<file path="config.mk">
export PLATFORM = sky130hd
export DESIGN_NAME = clk_div_ctrl
export DESIGN_NICKNAME = d
export VERILOG_FILES = /design/src/rtl/clk_div_ctrl.sv
export SDC_FILE = /design/constraint.sdc
export NUM_CORES = 1
export LEC_CHECK = 0
export CAP_MARGIN = 0
export CORE_UTILIZATION = 37
export DETAILED_ROUTE_END_ITERATION = 12
export GPL_ROUTABILITY_DRIVEN = 1
export GPL_TIMING_DRIVEN = 0
export PLACE_DENSITY = 0.53
export SLEW_MARGIN = 30
export SYNTH_ARGS = -nofsm -noshare
export SYNTH_HDL_FRONTEND = slang
export SYNTH_SLANG_ARGS = --single-unit
</file>
<file path="constraint.sdc">
create_clock -name clk -period 5.7 [get_ports clk]
set_input_delay 0.57 -clock clk [delete_from_list [all_inputs] [get_ports clk]]
set_output_delay 0.57 -clock clk [all_outputs]
set_load 0.02 [all_outputs]
</file>
<file path="src/rtl/clk_div_ctrl.sv">
// clk_div_ctrl: programmable clock divider with clean run/stop control and a one-deep divisor handshake.
// Optional build macro CLK_DIV_CTRL_ERR_EN: zero divisors are rejected and reported on cfg_err.
module clk_div_ctrl #(
    parameter int unsigned DIV_W       = 32,
    parameter int unsigned DEFAULT_DIV = 1
) (
    input  logic             clk,
    input  logic             rst,
    input  logic             run,
    input  logic             cfg_valid,
    input  logic [DIV_W-1:0] cfg_div,
    output logic             cfg_ready,
    output logic             clk_out,
    output logic             tick,
    output logic             busy,
    output logic [DIV_W-1:0] cur_div
`ifdef CLK_DIV_CTRL_ERR_EN
    ,
    output logic             cfg_err
`endif
);

    localparam logic [1:0] ST_IDLE  = 2'b00;
    localparam logic [1:0] ST_RUN   = 2'b01;
    localparam logic [1:0] ST_DRAIN = 2'b10;

    localparam logic [DIV_W-1:0] ZERO_DIV  = {DIV_W{1'b0}};
    localparam logic [DIV_W-1:0] ONE_DIV   = {{(DIV_W-1){1'b0}}, 1'b1};
    localparam logic [DIV_W-1:0] DEF_RAW   = DIV_W'(DEFAULT_DIV);
    localparam logic [DIV_W-1:0] RESET_DIV = (DEF_RAW == ZERO_DIV) ? ONE_DIV : DEF_RAW;

    // A zero half-period cannot be counted; the smallest legal divisor is used instead.
    function automatic logic [DIV_W-1:0] norm_div(input logic [DIV_W-1:0] d);
        if (d == ZERO_DIV) begin
            return ONE_DIV;
        end else begin
            return d;
        end
    endfunction

    logic [1:0]       state_q, state_d;
    logic [DIV_W-1:0] cnt_q, cnt_d;
    logic             clk_out_q, clk_out_d;
    logic             tick_q, tick_d;
    logic             busy_q, busy_d;
    logic [DIV_W-1:0] cur_div_q, cur_div_d;
    logic             pend_vld_q, pend_vld_d;
    logic [DIV_W-1:0] pend_div_q, pend_div_d;
    logic             cfg_ready_q, cfg_ready_d;

    logic             accept_s;
    logic             wrap_s;
    logic             count_s;
    logic             wrap_edge_s;
    logic             div_bad_s;
    logic [DIV_W-1:0] new_div_s;
    logic             ld_vld_s;
    logic [DIV_W-1:0] ld_div_s;
    logic             acc_vld_s;
    logic [DIV_W-1:0] acc_pend_s;
    logic [DIV_W-1:0] acc_cur_s;

`ifdef CLK_DIV_CTRL_ERR_EN
    logic cfg_err_q, cfg_err_d;
    assign div_bad_s = (cfg_div == ZERO_DIV);
    assign new_div_s = cfg_div;
`else
    assign div_bad_s = 1'b0;
    assign new_div_s = norm_div(cfg_div);
`endif

    assign accept_s = cfg_valid & cfg_ready_q;
    assign wrap_s   = (cnt_q >= (cur_div_q - ONE_DIV));

    // State transitions and divided-clock generation.
    always_comb begin
        state_d   = state_q;
        cnt_d     = cnt_q;
        clk_out_d = clk_out_q;
        count_s   = 1'b0;
        case (state_q)
            ST_IDLE: begin
                cnt_d     = ZERO_DIV;
                clk_out_d = 1'b0;
                if (run) begin
                    state_d = ST_RUN;
                end else begin
                    state_d = ST_IDLE;
                end
            end
            ST_RUN: begin
                if (!run && !clk_out_q) begin
                    state_d = ST_IDLE;
                    cnt_d   = ZERO_DIV;
                end else begin
                    count_s = 1'b1;
                    if (run) begin
                        state_d = ST_RUN;
                    end else if (wrap_s) begin
                        state_d = ST_IDLE;
                    end else begin
                        state_d = ST_DRAIN;
                    end
                end
            end
            ST_DRAIN: begin
                // clk_out is high here, so the wrap is always the falling edge.
                count_s = 1'b1;
                if (run) begin
                    state_d = ST_RUN;
                end else if (wrap_s) begin
                    state_d = ST_IDLE;
                end else begin
                    state_d = ST_DRAIN;
                end
            end
            default: begin
                state_d   = ST_IDLE;
                cnt_d     = ZERO_DIV;
                clk_out_d = 1'b0;
            end
        endcase

        wrap_edge_s = count_s & wrap_s;
        if (count_s && wrap_s) begin
            cnt_d     = ZERO_DIV;
            clk_out_d = ~clk_out_q;
        end else if (count_s) begin
            cnt_d = cnt_q + ONE_DIV;
        end else begin
            cnt_d = cnt_d;
        end
    end

    // Divisor handshake: wrap load first, then the new accept, then flush on the way to IDLE.
    always_comb begin
        if (wrap_edge_s && pend_vld_q) begin
            ld_vld_s = 1'b0;
            ld_div_s = pend_div_q;
        end else begin
            ld_vld_s = pend_vld_q;
            ld_div_s = cur_div_q;
        end

        acc_vld_s  = ld_vld_s;
        acc_pend_s = pend_div_q;
        acc_cur_s  = ld_div_s;
        if (accept_s && !div_bad_s && (state_q == ST_IDLE)) begin
            acc_cur_s = new_div_s;
        end else if (accept_s && !div_bad_s) begin
            acc_vld_s  = 1'b1;
            acc_pend_s = new_div_s;
        end else begin
            acc_cur_s = ld_div_s;
        end

        if ((state_d == ST_IDLE) && acc_vld_s) begin
            cur_div_d  = acc_pend_s;
            pend_vld_d = 1'b0;
        end else begin
            cur_div_d  = acc_cur_s;
            pend_vld_d = acc_vld_s;
        end
        pend_div_d  = acc_pend_s;
        cfg_ready_d = ~pend_vld_d;
        busy_d      = (state_d != ST_IDLE);
        tick_d      = clk_out_d & ~clk_out_q;
    end

    // Register bank; reset drops clk_out and discards any pending divisor at once.
    always_ff @(posedge clk or negedge rst) begin
        if (!rst) begin
            state_q     <= ST_IDLE;
            cnt_q       <= ZERO_DIV;
            clk_out_q   <= 1'b0;
            tick_q      <= 1'b0;
            busy_q      <= 1'b0;
            cur_div_q   <= RESET_DIV;
            pend_vld_q  <= 1'b0;
            pend_div_q  <= ZERO_DIV;
            cfg_ready_q <= 1'b1;
        end else begin
            state_q     <= state_d;
            cnt_q       <= cnt_d;
            clk_out_q   <= clk_out_d;
            tick_q      <= tick_d;
            busy_q      <= busy_d;
            cur_div_q   <= cur_div_d;
            pend_vld_q  <= pend_vld_d;
            pend_div_q  <= pend_div_d;
            cfg_ready_q <= cfg_ready_d;
        end
    end

`ifdef CLK_DIV_CTRL_ERR_EN
    // Rejected zero divisor flag, one cycle after the accepting edge.
    always_comb begin
        if (accept_s && div_bad_s) begin
            cfg_err_d = 1'b1;
        end else begin
            cfg_err_d = 1'b0;
        end
    end

    // Error pulse register.
    always_ff @(posedge clk or negedge rst) begin
        if (!rst) begin
            cfg_err_q <= 1'b0;
        end else begin
            cfg_err_q <= cfg_err_d;
        end
    end

    assign cfg_err = cfg_err_q;
`endif

    assign cfg_ready = cfg_ready_q;
    assign clk_out   = clk_out_q;
    assign tick      = tick_q;
    assign busy      = busy_q;
    assign cur_div   = cur_div_q;

endmodule

</file>
==> impl_results.md <==
* Status: finished clean
* Synthesized cell area at approximately 6700 um^2
* Synth-to-Final Area Change at 19.91%
* Slew Viols, Final at 0
* Final ANT Viol Nets at 0
* Vias per cell at approximately 5.6
* LEAKAGE at roughly 3.3 nW
* Total track usage at 0.2185
* Worst setup EP type: flip-flop
* Final #Nets at 939
* Vias in the first global route at just under 6,000
* Final Instance Area at 8061 um^2
* Final HPWL DP at roughly 15,000 um
* Die span in x at 136.8 um
* Via count at just over 6,000
* Largest area contributor in the netlist: dfrtp_1
* Worst setup margin at between 300 and 400 ps
* GR Overflow Total at 0
* Slew headroom at 0.3397
* Worst-case clock buffer depth at 2
* Setup violators final at 0
* Crit-path cells: or4_4, or4_4, or3_4, nor2_1, and3_1, nand2_1, xor2_1, ha_1, nand4_1, o211ai_1, o32a_1, buf_2, and3_1, clkbuf_1, buf_2, o31ai_1
* Setup TNS at 0 ps
* Minimum clock period at between 5000 and 6000 ps
* CP required at ~6000 ps
* Clock Latency Late Sink at 360 ps
* DRC viols at 0
* Crit-path slowest cell: o211ai_1
* Post-Syn Area per Cell at 8.597 um^2
* Final hold violation count at 0
* Main synth FF type: dfrtp_1
* Post-place setup slack at ~220 ps
* Fill cells at 1,700
* Top Ports at roughly 70
* RSZ-0062 raised after global routing: no
* WP buf/inv at 3
* Clk pin slew, worst setup/hold paths at 80 ps
* Total clock sinks at 103
* CP Class: flip-flop to flip-flop
* # diodes at 0
* Root Driver: clkbuf_16
* Post-Route WL at 19,350 um
* Flop and latch count out of synthesis at roughly 100
* Drt initial violations at between 300 and 400
* Final Util at 0.4597
* Sequential-to-total area share from yosys stat at 0.3838
* First-pass GRT wire length at 31,510 um
* Mapped Cells at between 700 and 800
* Initial Util at 0.3833
* CP top delay family: simple AND/OR/NAND/NOR gates
* Hold-fix buffers, CTS at 0
* Peak VDD IR at 0.1486 mV
* Worst Tran Pin Value at a little under 1000 ps
* CTS tree: yes
* Top-area cell type share of the netlist area at 0.3760
* Wirelength per Cell at around 18 um
* Syn. warnings at 0
* Startpoint Class: flip-flop
* Max-cap violation count at 0
* Pin count of the biggest net entering global routing at between 60 and 70
* Synth unique cells at 50
* Max H-tree Level at 3
* Skew final at roughly 9 ps
* EDFF count, synth at 0
* Drt first pass iters at 4
* Die Y at approximately 140 um
* TritonCTS Buffers at 9
* Total die area at 18,710 um^2
* Initial antenna violation count at 0
* Crit path DAT at between 5000 and 6000 ps
* PortBufs at 71
* Core area at ~18,000 um^2
* Synth Net Count at 856
* Post-Layout Cell Count at about 1,100
* Final cycle utilization of the critical path at 0.9321
* Critical Path Max Stage Delay at between 700 and 800 ps
* Top cells by area, synth: dfrtp_1, ha_1, nand2_1
* # rows at between 40 and 50
* Dpl cell area at between 7000 and 8000 um^2
* Worst Hold Class: primary input to async pin
* Layout cells sized above 1 at 0.08276
* Power density cells at roughly 310 nW/um^2
* Async S/R FF share, synth at 1.000
* F_max at between 150 and 200 MHz
* Placed Cells at between 1,000 and 1,500
* Global placer's final weighted congestion at ~0.87
* Crit-path max FO at 10
## layout by cell type (no fill, tap or decap), types with 11 or more instances in the layout
| cell type | instances |
|---|---|
| a21oi_1 | 65 |
| and3_1 | 11 |
| nor2_1 | 40 |
| clkdlybuf4s50_1 | 70 |
| nor4_1 | 16 |
| nand4_1 | 50 |
| nor3_1 | 46 |
| clkbuf_1 | 41 |
| ha_1 | 38 |
| o21ai_0 | 22 |
| o31ai_1 | 32 |
| mux2_2 | 32 |
| nand2_1 | 121 |
| dfrtp_1 | 101 |
| xnor2_1 | 22 |
| inv_1 | 26 |
| nand3_1 | 31 |
## routing by layer
metal  vias up  global-route usage  share of wire
met5         -                   0              0
met4         0             0.08303          0.023
met3        30             0.02370          0.032
met2       131              0.3497           0.47
met1      2923              0.3028           0.47
li1       3016                   -              -
## through the flow
step / power, W / hold slack (ps)
5_1_grt: 0.002629 / 128.9
4_1_cts: 0.002494 / 114.4
6_report: 0.002477 / 109.0
2_1_floorplan: 0.001500 / 274.4
3_3_place_gp: 0.001839 / 493.9
3_5_place_dp: 0.001864 / 501.6
## cell type report
cell class                      count  area [um^2]  area share
Buffer                             48        186.4     0.02313
Clock buffer                        9        225.2     0.02794
Tap cell                          225        281.5     0.03492
Clock inverter                      7        65.06    0.008071
Multi-Input combinational cell    605         3886      0.4821
Inverter                           26        97.59     0.01211
Sequential cell                   103         2580      0.3200
Timing Repair Buffer               72        739.5     0.09173
## repair_timing
| item | in CTS | in global routing |
|---|---|---|
| setup buffers | 0 | 0 |
| setup endpoints to repair | 0 | 41 |
| gates resized for setup | 0 | 4 |
## cells in the mapped netlist, drive strengths merged (26+ instances only)
library cell,n
mux2,32
inv,26
ha,38
a21oi,65
nand4,50
clkbuf,41
dfrtp,101
nor3,47
nor2,41
nand2,121
o31ai,32
nand3,32
## kinds of logic (layout without fill, tap and decap cells)
group	Yosys count	in the layout	synth area share
xor gates and xnor gates	32	32	0.04169
AOI/OAI and AO/OA	151	151	0.1411
DFF	103	103	0.3838
buffers and inverters	74	162	0.04206
and+or+nand+nor	343	343	0.2537
muxes	41	41	0.06700
adders and majority gates	38	38	0.07072
## registers in the layout, summed over array words and instances, names as in the netlist
name	flops
state_q	2
clk_out	1
pend_div_q	32
tick	1
pend_vld_q	1
cur_div	32
cfg_ready	1
cnt_q	32
busy	1
## report_power, final
part	switching (W)	internal [W]	total, W
Clock	0.000318	0.000307	0.000625
Sequential	0.000166	0.000857	0.00102
Combinational	0.000439	0.000390	0.000829
## path summary, 6_finish.rpt
path                            depth (start not counted)     endpoint  slack, ps       start
worst min register to register                          1    cnt_q[30]        520   cnt_q[30]
worst max-delay path                                   16  cur_div[17]        390  cur_div[7]
worst max register to register                         16  cur_div[17]        390  cur_div[7]
min in group clk                                        1    cnt_q[30]        520   cnt_q[30]
worst min-delay path                                    1     cnt_q[3]        110         rst
max in group asynchronous                               2    cfg_ready       4890         rst
## worst register-to-register path, stage by stage, from the launching register on
cell      delay (ps)
dfrtp_1          450
or4_4            580
or4_4            440
or3_4            410
nor2_1           160
and3_1           240
nand2_1           80
xor2_1           150
ha_1             300
nand4_1          250
o211ai_1         780
o32a_1           330
buf_2            220
and3_1           170
clkbuf_1         220
buf_2            280
o31ai_1          120
Power figures use the tool's default switching activity.
